$ cat src/rtl/mig_sweep_pkg.sv
// Shared types and constants for the majority-network truth-table sweeper.
package mig_sweep_pkg;

   localparam int MAX_NODES = 8;
   localparam int SEL_W     = 4;
   localparam int TT_W      = 128;
   localparam int VEC_W     = 7;

   // Operand selector encoding: primary inputs, constant zero, then node results.
   localparam logic [SEL_W-1:0] SEL_X0     = 4'd0;
   localparam logic [SEL_W-1:0] SEL_X1     = 4'd1;
   localparam logic [SEL_W-1:0] SEL_X2     = 4'd2;
   localparam logic [SEL_W-1:0] SEL_X3     = 4'd3;
   localparam logic [SEL_W-1:0] SEL_X4     = 4'd4;
   localparam logic [SEL_W-1:0] SEL_X5     = 4'd5;
   localparam logic [SEL_W-1:0] SEL_X6     = 4'd6;
   localparam logic [SEL_W-1:0] SEL_CONST0 = 4'd7;
   localparam logic [SEL_W-1:0] SEL_W0     = 4'd8;

   typedef struct packed {
      logic             inv;
      logic [SEL_W-1:0] sel;
   } operand_t;

   // 15-bit descriptor: {inv_a, sel_a, inv_b, sel_b, inv_c, sel_c}
   typedef struct packed {
      operand_t a;
      operand_t b;
      operand_t c;
   } node_desc_t;

   typedef enum logic [1:0] {
      ST_IDLE  = 2'd0,
      ST_EVAL  = 2'd1,
      ST_STORE = 2'd2,
      ST_DONE  = 2'd3
   } state_t;

   // Node k may only reference inputs, the constant, or nodes strictly before it.
   function automatic logic desc_refs_ok(input node_desc_t d, input logic [2:0] k);
      logic [4:0] lim;
      lim = 5'd8 + {2'b00, k};
      return ({1'b0, d.a.sel} < lim) && ({1'b0, d.b.sel} < lim) && ({1'b0, d.c.sel} < lim);
   endfunction

endpackage

$ cat src/rtl/maj3_unit.sv
// Shared three-input majority gate with per-operand inversion.
module maj3_unit (
   input  logic a,
   input  logic b,
   input  logic c,
   input  logic inv_a,
   input  logic inv_b,
   input  logic inv_c,
   output logic maj
);

   logic a_s;
   logic b_s;
   logic c_s;

   assign a_s = a ^ inv_a;
   assign b_s = b ^ inv_b;
   assign c_s = c ^ inv_c;
   assign maj = (a_s & b_s) | (a_s & c_s) | (b_s & c_s);

endmodule

$ cat src/rtl/mig_truth_sweeper.sv
// Time-multiplexed evaluator producing the 128-entry truth table of a MAJ3 network.
module mig_truth_sweeper
   import mig_sweep_pkg::*;
(
   input  logic              clk,
   input  logic              rst,
   input  logic              cfg_we,
   input  logic [2:0]        cfg_addr,
   input  logic [14:0]       cfg_data,
   input  logic [3:0]        num_nodes,
   input  logic [3:0]        out_sel,
   input  logic              out_inv,
   input  logic              start,
   output logic              busy,
   output logic              done,
   output logic              error,
   output logic [TT_W-1:0]   tt
);

   state_t                 state_q, state_d;
   logic [VEC_W-1:0]       vec_q, vec_d;
   logic [2:0]             n_q, n_d;
   logic [3:0]             nn_q, nn_d;
   logic [SEL_W-1:0]       osel_q, osel_d;
   logic                   oinv_q, oinv_d;
   node_desc_t             desc_q [MAX_NODES];
   node_desc_t             desc_d [MAX_NODES];
   logic [MAX_NODES-1:0]   w_q, w_d;
   logic [TT_W-1:0]        tt_q, tt_d;
   logic                   busy_q, busy_d;
   logic                   done_q, done_d;
   logic                   error_q, error_d;

   node_desc_t             cur_desc_s;
   logic                   op_a_s, op_b_s, op_c_s;
   logic                   maj_s;
   logic                   out_val_s;
   logic                   wr_en_s;
   logic                   cfg_ok_s;

   // Value of a selector for the current vector; node results come from registered w.
   function automatic logic operand_value(input logic [SEL_W-1:0] sel,
                                          input logic [VEC_W-1:0] vec,
                                          input logic [MAX_NODES-1:0] w);
      logic v;
      if (sel < SEL_CONST0) begin
         v = vec[sel[2:0]];
      end else if (sel < SEL_W0) begin
         v = 1'b0;
      end else begin
         v = w[sel[2:0]];
      end
      return v;
   endfunction

   // Operand selection for the node being evaluated and for the function output.
   always_comb begin
      cur_desc_s = desc_q[n_q];
      op_a_s     = operand_value(cur_desc_s.a.sel, vec_q, w_q);
      op_b_s     = operand_value(cur_desc_s.b.sel, vec_q, w_q);
      op_c_s     = operand_value(cur_desc_s.c.sel, vec_q, w_q);
      out_val_s  = operand_value(osel_q, vec_q, w_q);
   end

   maj3_unit u_maj (
      .a     (op_a_s),
      .b     (op_b_s),
      .c     (op_c_s),
      .inv_a (cur_desc_s.a.inv),
      .inv_b (cur_desc_s.b.inv),
      .inv_c (cur_desc_s.c.inv),
      .maj   (maj_s)
   );

   // Descriptor write port; the merged view feeds the start check so a same-cycle write counts.
   always_comb begin
      wr_en_s = cfg_we && (state_q != ST_EVAL) && (state_q != ST_STORE);
      for (int k = 0; k < MAX_NODES; k++) begin
         desc_d[k] = (wr_en_s && (cfg_addr == 3'(k))) ? node_desc_t'(cfg_data) : desc_q[k];
      end
   end

   // Configuration legality check evaluated against the live start inputs.
   always_comb begin
      cfg_ok_s = (num_nodes != 4'd0) && (num_nodes <= 4'd8);
      for (int k = 0; k < MAX_NODES; k++) begin
         if (4'(k) < num_nodes) begin
            cfg_ok_s = cfg_ok_s && desc_refs_ok(desc_d[k], 3'(k));
         end else begin
            cfg_ok_s = cfg_ok_s;
         end
      end
      cfg_ok_s = cfg_ok_s && ({1'b0, out_sel} < (5'd8 + {1'b0, num_nodes}));
   end

   // Sweep controller next-state and datapath updates.
   always_comb begin
      state_d = state_q;
      vec_d   = vec_q;
      n_d     = n_q;
      nn_d    = nn_q;
      osel_d  = osel_q;
      oinv_d  = oinv_q;
      w_d     = w_q;
      tt_d    = tt_q;
      error_d = error_q;
      case (state_q)
         ST_IDLE: begin
            if (start) begin
               if (cfg_ok_s) begin
                  error_d = 1'b0;
                  tt_d    = '0;
                  vec_d   = 7'd0;
                  n_d     = 3'd0;
                  nn_d    = num_nodes;
                  osel_d  = out_sel;
                  oinv_d  = out_inv;
                  state_d = ST_EVAL;
               end else begin
                  error_d = 1'b1;
               end
            end else begin
               state_d = ST_IDLE;
            end
         end
         ST_EVAL: begin
            w_d[n_q] = maj_s;
            if ({1'b0, n_q} == (nn_q - 4'd1)) begin
               state_d = ST_STORE;
            end else begin
               n_d = n_q + 3'd1;
            end
         end
         ST_STORE: begin
            tt_d[vec_q] = out_val_s ^ oinv_q;
            if (vec_q == 7'd127) begin
               state_d = ST_DONE;
            end else begin
               vec_d   = vec_q + 7'd1;
               n_d     = 3'd0;
               state_d = ST_EVAL;
            end
         end
         ST_DONE: begin
            state_d = ST_IDLE;
         end
         default: begin
            state_d = ST_IDLE;
         end
      endcase
      busy_d = (state_d == ST_EVAL) || (state_d == ST_STORE);
      done_d = (state_d == ST_DONE);
   end

   // State and output registers with synchronous reset.
   always_ff @(posedge clk) begin
      if (rst) begin
         state_q <= ST_IDLE;
         vec_q   <= 7'd0;
         n_q     <= 3'd0;
         nn_q    <= 4'd0;
         osel_q  <= 4'd0;
         oinv_q  <= 1'b0;
         w_q     <= '0;
         tt_q    <= '0;
         busy_q  <= 1'b0;
         done_q  <= 1'b0;
         error_q <= 1'b0;
         for (int k = 0; k < MAX_NODES; k++) begin
            desc_q[k] <= '0;
         end
      end else begin
         state_q <= state_d;
         vec_q   <= vec_d;
         n_q     <= n_d;
         nn_q    <= nn_d;
         osel_q  <= osel_d;
         oinv_q  <= oinv_d;
         w_q     <= w_d;
         tt_q    <= tt_d;
         busy_q  <= busy_d;
         done_q  <= done_d;
         error_q <= error_d;
         for (int k = 0; k < MAX_NODES; k++) begin
            desc_q[k] <= desc_d[k];
         end
      end
   end

   assign busy  = busy_q;
   assign done  = done_q;
   assign error = error_q;
   assign tt    = tt_q;

endmodule

$ cat config.mk
export PLATFORM = sky130hd
export DESIGN_NAME = mig_truth_sweeper
export DESIGN_NICKNAME = d
export VERILOG_FILES = /design/src/rtl/mig_sweep_pkg.sv /design/src/rtl/maj3_unit.sv /design/src/rtl/mig_truth_sweeper.sv
export SDC_FILE = /design/constraint.sdc
export NUM_CORES = 1
export LEC_CHECK = 0
export ABC_AREA = 1
export BUFFER_PORTS_ARGS = -buffer_cell sky130_fd_sc_hd__buf_2
export CAP_MARGIN = 20
export CORE_ASPECT_RATIO = 0.9
export CORE_MARGIN = 2
export CORE_UTILIZATION = 60
export CTS_BUF_LIST = sky130_fd_sc_hd__clkbuf_4 sky130_fd_sc_hd__clkbuf_8
export DETAILED_ROUTE_END_ITERATION = 10
export PLACE_DENSITY_LB_ADDON = 0.05
export SYNTH_ARGS = -nofsm -noshare
export SYNTH_HDL_FRONTEND = slang
export SYNTH_SLANG_ARGS = --single-unit
$ cat constraint.sdc
create_clock -name clk -period 3.48 [get_ports clk]
set_input_delay 0.174 -clock clk [delete_from_list [all_inputs] [get_ports clk]]
set_output_delay 0.174 -clock clk [all_outputs]
set_load 0.05 [all_outputs]
==> summary.txt <==
Yosys
  – Post-synth ARST share: 0%
  – Synth Area in Compound Gates: 17.9%
  – Primary FF master, synth: dfxtp_1
  – Xor-xnor portion of the synthesized cell area: 0.202%
  – Register area share after synthesis: a little over two fifths
  – Simple-Gate Fraction of Synth Area: 29.5%
  – Syn Nets: about 1900
  – Post-synthesis adder-cell area fraction: less than 1%
  – Count of cell types in the netlist: 44
  – Post-synthesis mux area share: 0%
  – Synth warnings: 0
  – Synth Instances: 1875
  – EDFF count, synth: 0
  – Main combinational cell family by area after synthesis: simple AND/OR/NAND/NOR gates
  – Syn Area/Cell: 6.93 µm²
  – Synthesized flop and latch total: around 280
  – Cell Area, Synth: around 13000 µm²

GRT
  – All-Layer GR Usage: 33.5%
  – Vias in the first global route: 11789
  – First-pass GRT wire length: 62.1 mm
  – Initial antenna violation count: 1
  – Largest net degree at the start of global routing: 88
  – Overflow left after global routing: 0

Clock tree
  – H-tree level count: 2
  – CTS Sinks: ~280
  – Clock-pin slew on the worst setup and hold paths: roughly 0.060 ns
  – Clock buffer depth: 3
  – Worst-Skew Late Latency: 0.56 ns
  – CTS Root Cell: clkbuf_8
  – CTS tree: built
  – Postcts setup bufs: 0
  – TritonCTS Buffers: 46

STA
  – Slew headroom: between 20% and 30%
  – Final worst-path cycle share: 92.2%
  – Actual slew at the worst max-slew pin: approximately 1.2 ns
  – Hold violation count in the final report: 0
  – Setup-failing EPs final: 0
  – Tmin final: 3.21 ns
  – FMAX: 312 MHz
  – Max-slew violations: 0
  – Worst hold slack: 0.0167 ns
  – Worst Skew: 0.0366 ns

Finish
  – Layout area overhead: 17.8%
  – Non-filler cells, final: between 2000 and 2500
  – Share of layout cells above drive strength 1: between 15 and 20%
  – Final #Nets: around 2100
  – Final Util: 71.4%
  – Count of filler cells inserted in the layout: approximately 1900

Drt
  – Total wire length: 39.7 mm
  – Via-to-Cell Ratio: ~5.7
  – DR WL met2: 16.8 mm
  – Met3 routed WL: 3.97 mm
  – DRC violations left: 0
  – Routed vias: 13463
  – Top sig layer: met4
  – Antenna-violating nets left: 0
  – Wirelength per Cell: about 17 µm
  – Pre-Repair DR Iteration Count: 6
  – Iteration-0 DRC Markers: 1399
  – M1 WL: 18.4 mm

Setup path
  – Crit start category: flop
  – Crit-path max FO: 26
  – CP arrival: 3.68 ns
  – CP Capture Type: flop
  – Type of the worst setup path: reg2reg
  – Crit path required time: 3.95 ns
  – Flop-to-flop setup slack: around 0.27 ns

Die
  – I/O pin count: 162
  – Core area: 21400 µm²
  – Chip height: 144 µm
  – Cell Rows: 51
  – Initial Util: 60.6%
  – Die Wd: 159 µm
  – Die ar.: 22900 µm²

Placed design
  – Cells after DPL: 2269
  – Port bufs: 161
  – Post-DP HPWL: 27.3 mm
  – RD Place Congestion: around 0.96

Status
  – Outcome: completed

Power and ir drop
  – Pleak: about 6.6 nW
  – Power Density: between 400 and 500 nW/µm²
  – VDD IR max: 0.319 mV

Job
  – Maxcap violations: 0

Min path
  – Path type of the worst min-delay path: in2reg
[layout by cell type, fill, tap and decap left out, types with 22 or more instances in the layout]
cell / netlist / final
o21ai_1: 43 / 48
clkbuf_8: 0 / 58
nand2_1: 464 / 463
buf_2: 22 / 160
nand4_1: 22 / 22
nand3_1: 194 / 193
buf_4: 0 / 44
o21ai_0: 203 / 198
dfxtp_1: 283 / 282
inv_1: 153 / 152
a21oi_1: 86 / 86
o32ai_1: 38 / 38
nor2_1: 188 / 188
[metal layers]
| layer | vias up | GRT usage [%] |
|---|---|---|
| met5 | - | 0 |
| li1 | 6627 | - |
| met1 | 6191 | 49.2 |
| met4 | 0 | 8.33 |
| met3 | 56 | 7.82 |
| met2 | 589 | 49.8 |
[final cells by class]
class / instances / area, µm² / area share, %
antenna: 2 / 5.00 / 0.0327
clock inverter: 4 / 45.0 / 0.294
clock buffer: 72 / 903 / 5.90
timing repair buffer: 228 / 1410 / 9.22
multi-input combinational: 1326 / 6310 / 41.2
inverter: 161 / 604 / 3.95
tap: 291 / 364 / 2.38
sequential: 283 / 5670 / 37.0
[power breakdown]
part           switching (W)  internal [W]  leakage [nW]
combinational       0.000847      0.000360          3.79
clock                0.00128       0.00171         0.507
sequential         0.0000493       0.00331          2.29
[repair_timing]
item / in CTS / in global routing
hold buffers: 20 / 0
endpoints found under the setup margin: 0 / 82
resized for setup: 0 / 10
endpoints found under the hold margin: 34 / 0
[worst paths after layout]
check | startpoint | to | cells after the start
max | state_q[0] | vec_q[1] | 18
min | cfg_data[14] | desc_q[5][14] | 3
max reg2reg | state_q[0] | vec_q[1] | 18
min reg2reg | desc_q[6][4] | desc_q[6][4] | 2
[cells in the mapped netlist (2+ instances only)]
library cell / count / area [µm²]
nand3b_1: 6 / 45.0
buf_2: 22 / 110
nor3_1: 10 / 50.1
nand2_1: 464 / 1740
buf_6: 7 / 78.8
xnor2_1: 3 / 26.3
buf_1: 9 / 33.8
o211ai_1: 16 / 120
ha_1: 6 / 75.1
a21oi_1: 86 / 430
nor4_1: 7 / 43.8
nand4_1: 22 / 138
o32ai_1: 38 / 333
nor2_2: 2 / 12.5
o21ai_1: 43 / 215
nor2_4: 2 / 22.5
nand3_1: 194 / 971
dfxtp_1: 283 / 5670
nor2_1: 188 / 706
nand2_2: 3 / 18.8
a211oi_1: 9 / 67.6
o21ai_0: 203 / 1020
clkbuf_1: 67 / 251
inv_1: 153 / 574
o221ai_1: 2 / 17.5
inv_2: 7 / 26.3
o21a_1: 6 / 45.0
[logic make-up (layout without fill, tap and decap cells)]
family	Yosys count	in the layout
other	0	2
AOI/OAI and AO/OA	412	412
adders and majority gates	6	6
and+or+nand+nor	905	905
DFF	283	283
xor gates and xnor gates	3	3
buffers and inverters	266	465
[registers in the layout (all words and copies together), names as in the netlist, named ones only]
| name | count |
|---|---|
| vec_q | 7 |
| desc_q | 120 |
| nn_q | 4 |
| done | 1 |
| state_q | 2 |
| n_q | 3 |
| osel_q | 4 |
| busy | 1 |
| oinv_q | 1 |
| error | 1 |
| w_q | 8 |
| tt | 128 |
[critical path, stage by stage, from the launching register on]
cell     delay [ns]
dfxtp_1        0.46
nand2_1        0.13
nand2_1        0.15
nor2_4         0.07
buf_4          0.21
nand2_4        0.23
inv_1          0.17
o21ai_0        0.29
nor2_1         0.07
nand3_1        0.08
nand3_1        0.10
nand2_1        0.07
nand2_1        0.05
nor2_2         0.14
nand3_4        0.12
buf_4          0.23
nand2_1        0.24
o21ai_0        0.13
a21oi_1        0.16
[through the flow]
step | TNS (ns) | setup slack [ns] | instance area, µm² | power, W
global placement | 0 | 0.335 | 14100 | 0.00457
detailed placement | 0 | 0.245 | 14100 | 0.00458
CTS | 0 | 0.212 | 15300 | 0.00755
global route | -0.0243 | -0.0243 | 15300 | 0.00786
finish | 0 | 0.273 | 15300 | 0.00756
floorplan | 0 | 1.07 | 13000 | 0.00424
Power figures use the tool's default switching activity.
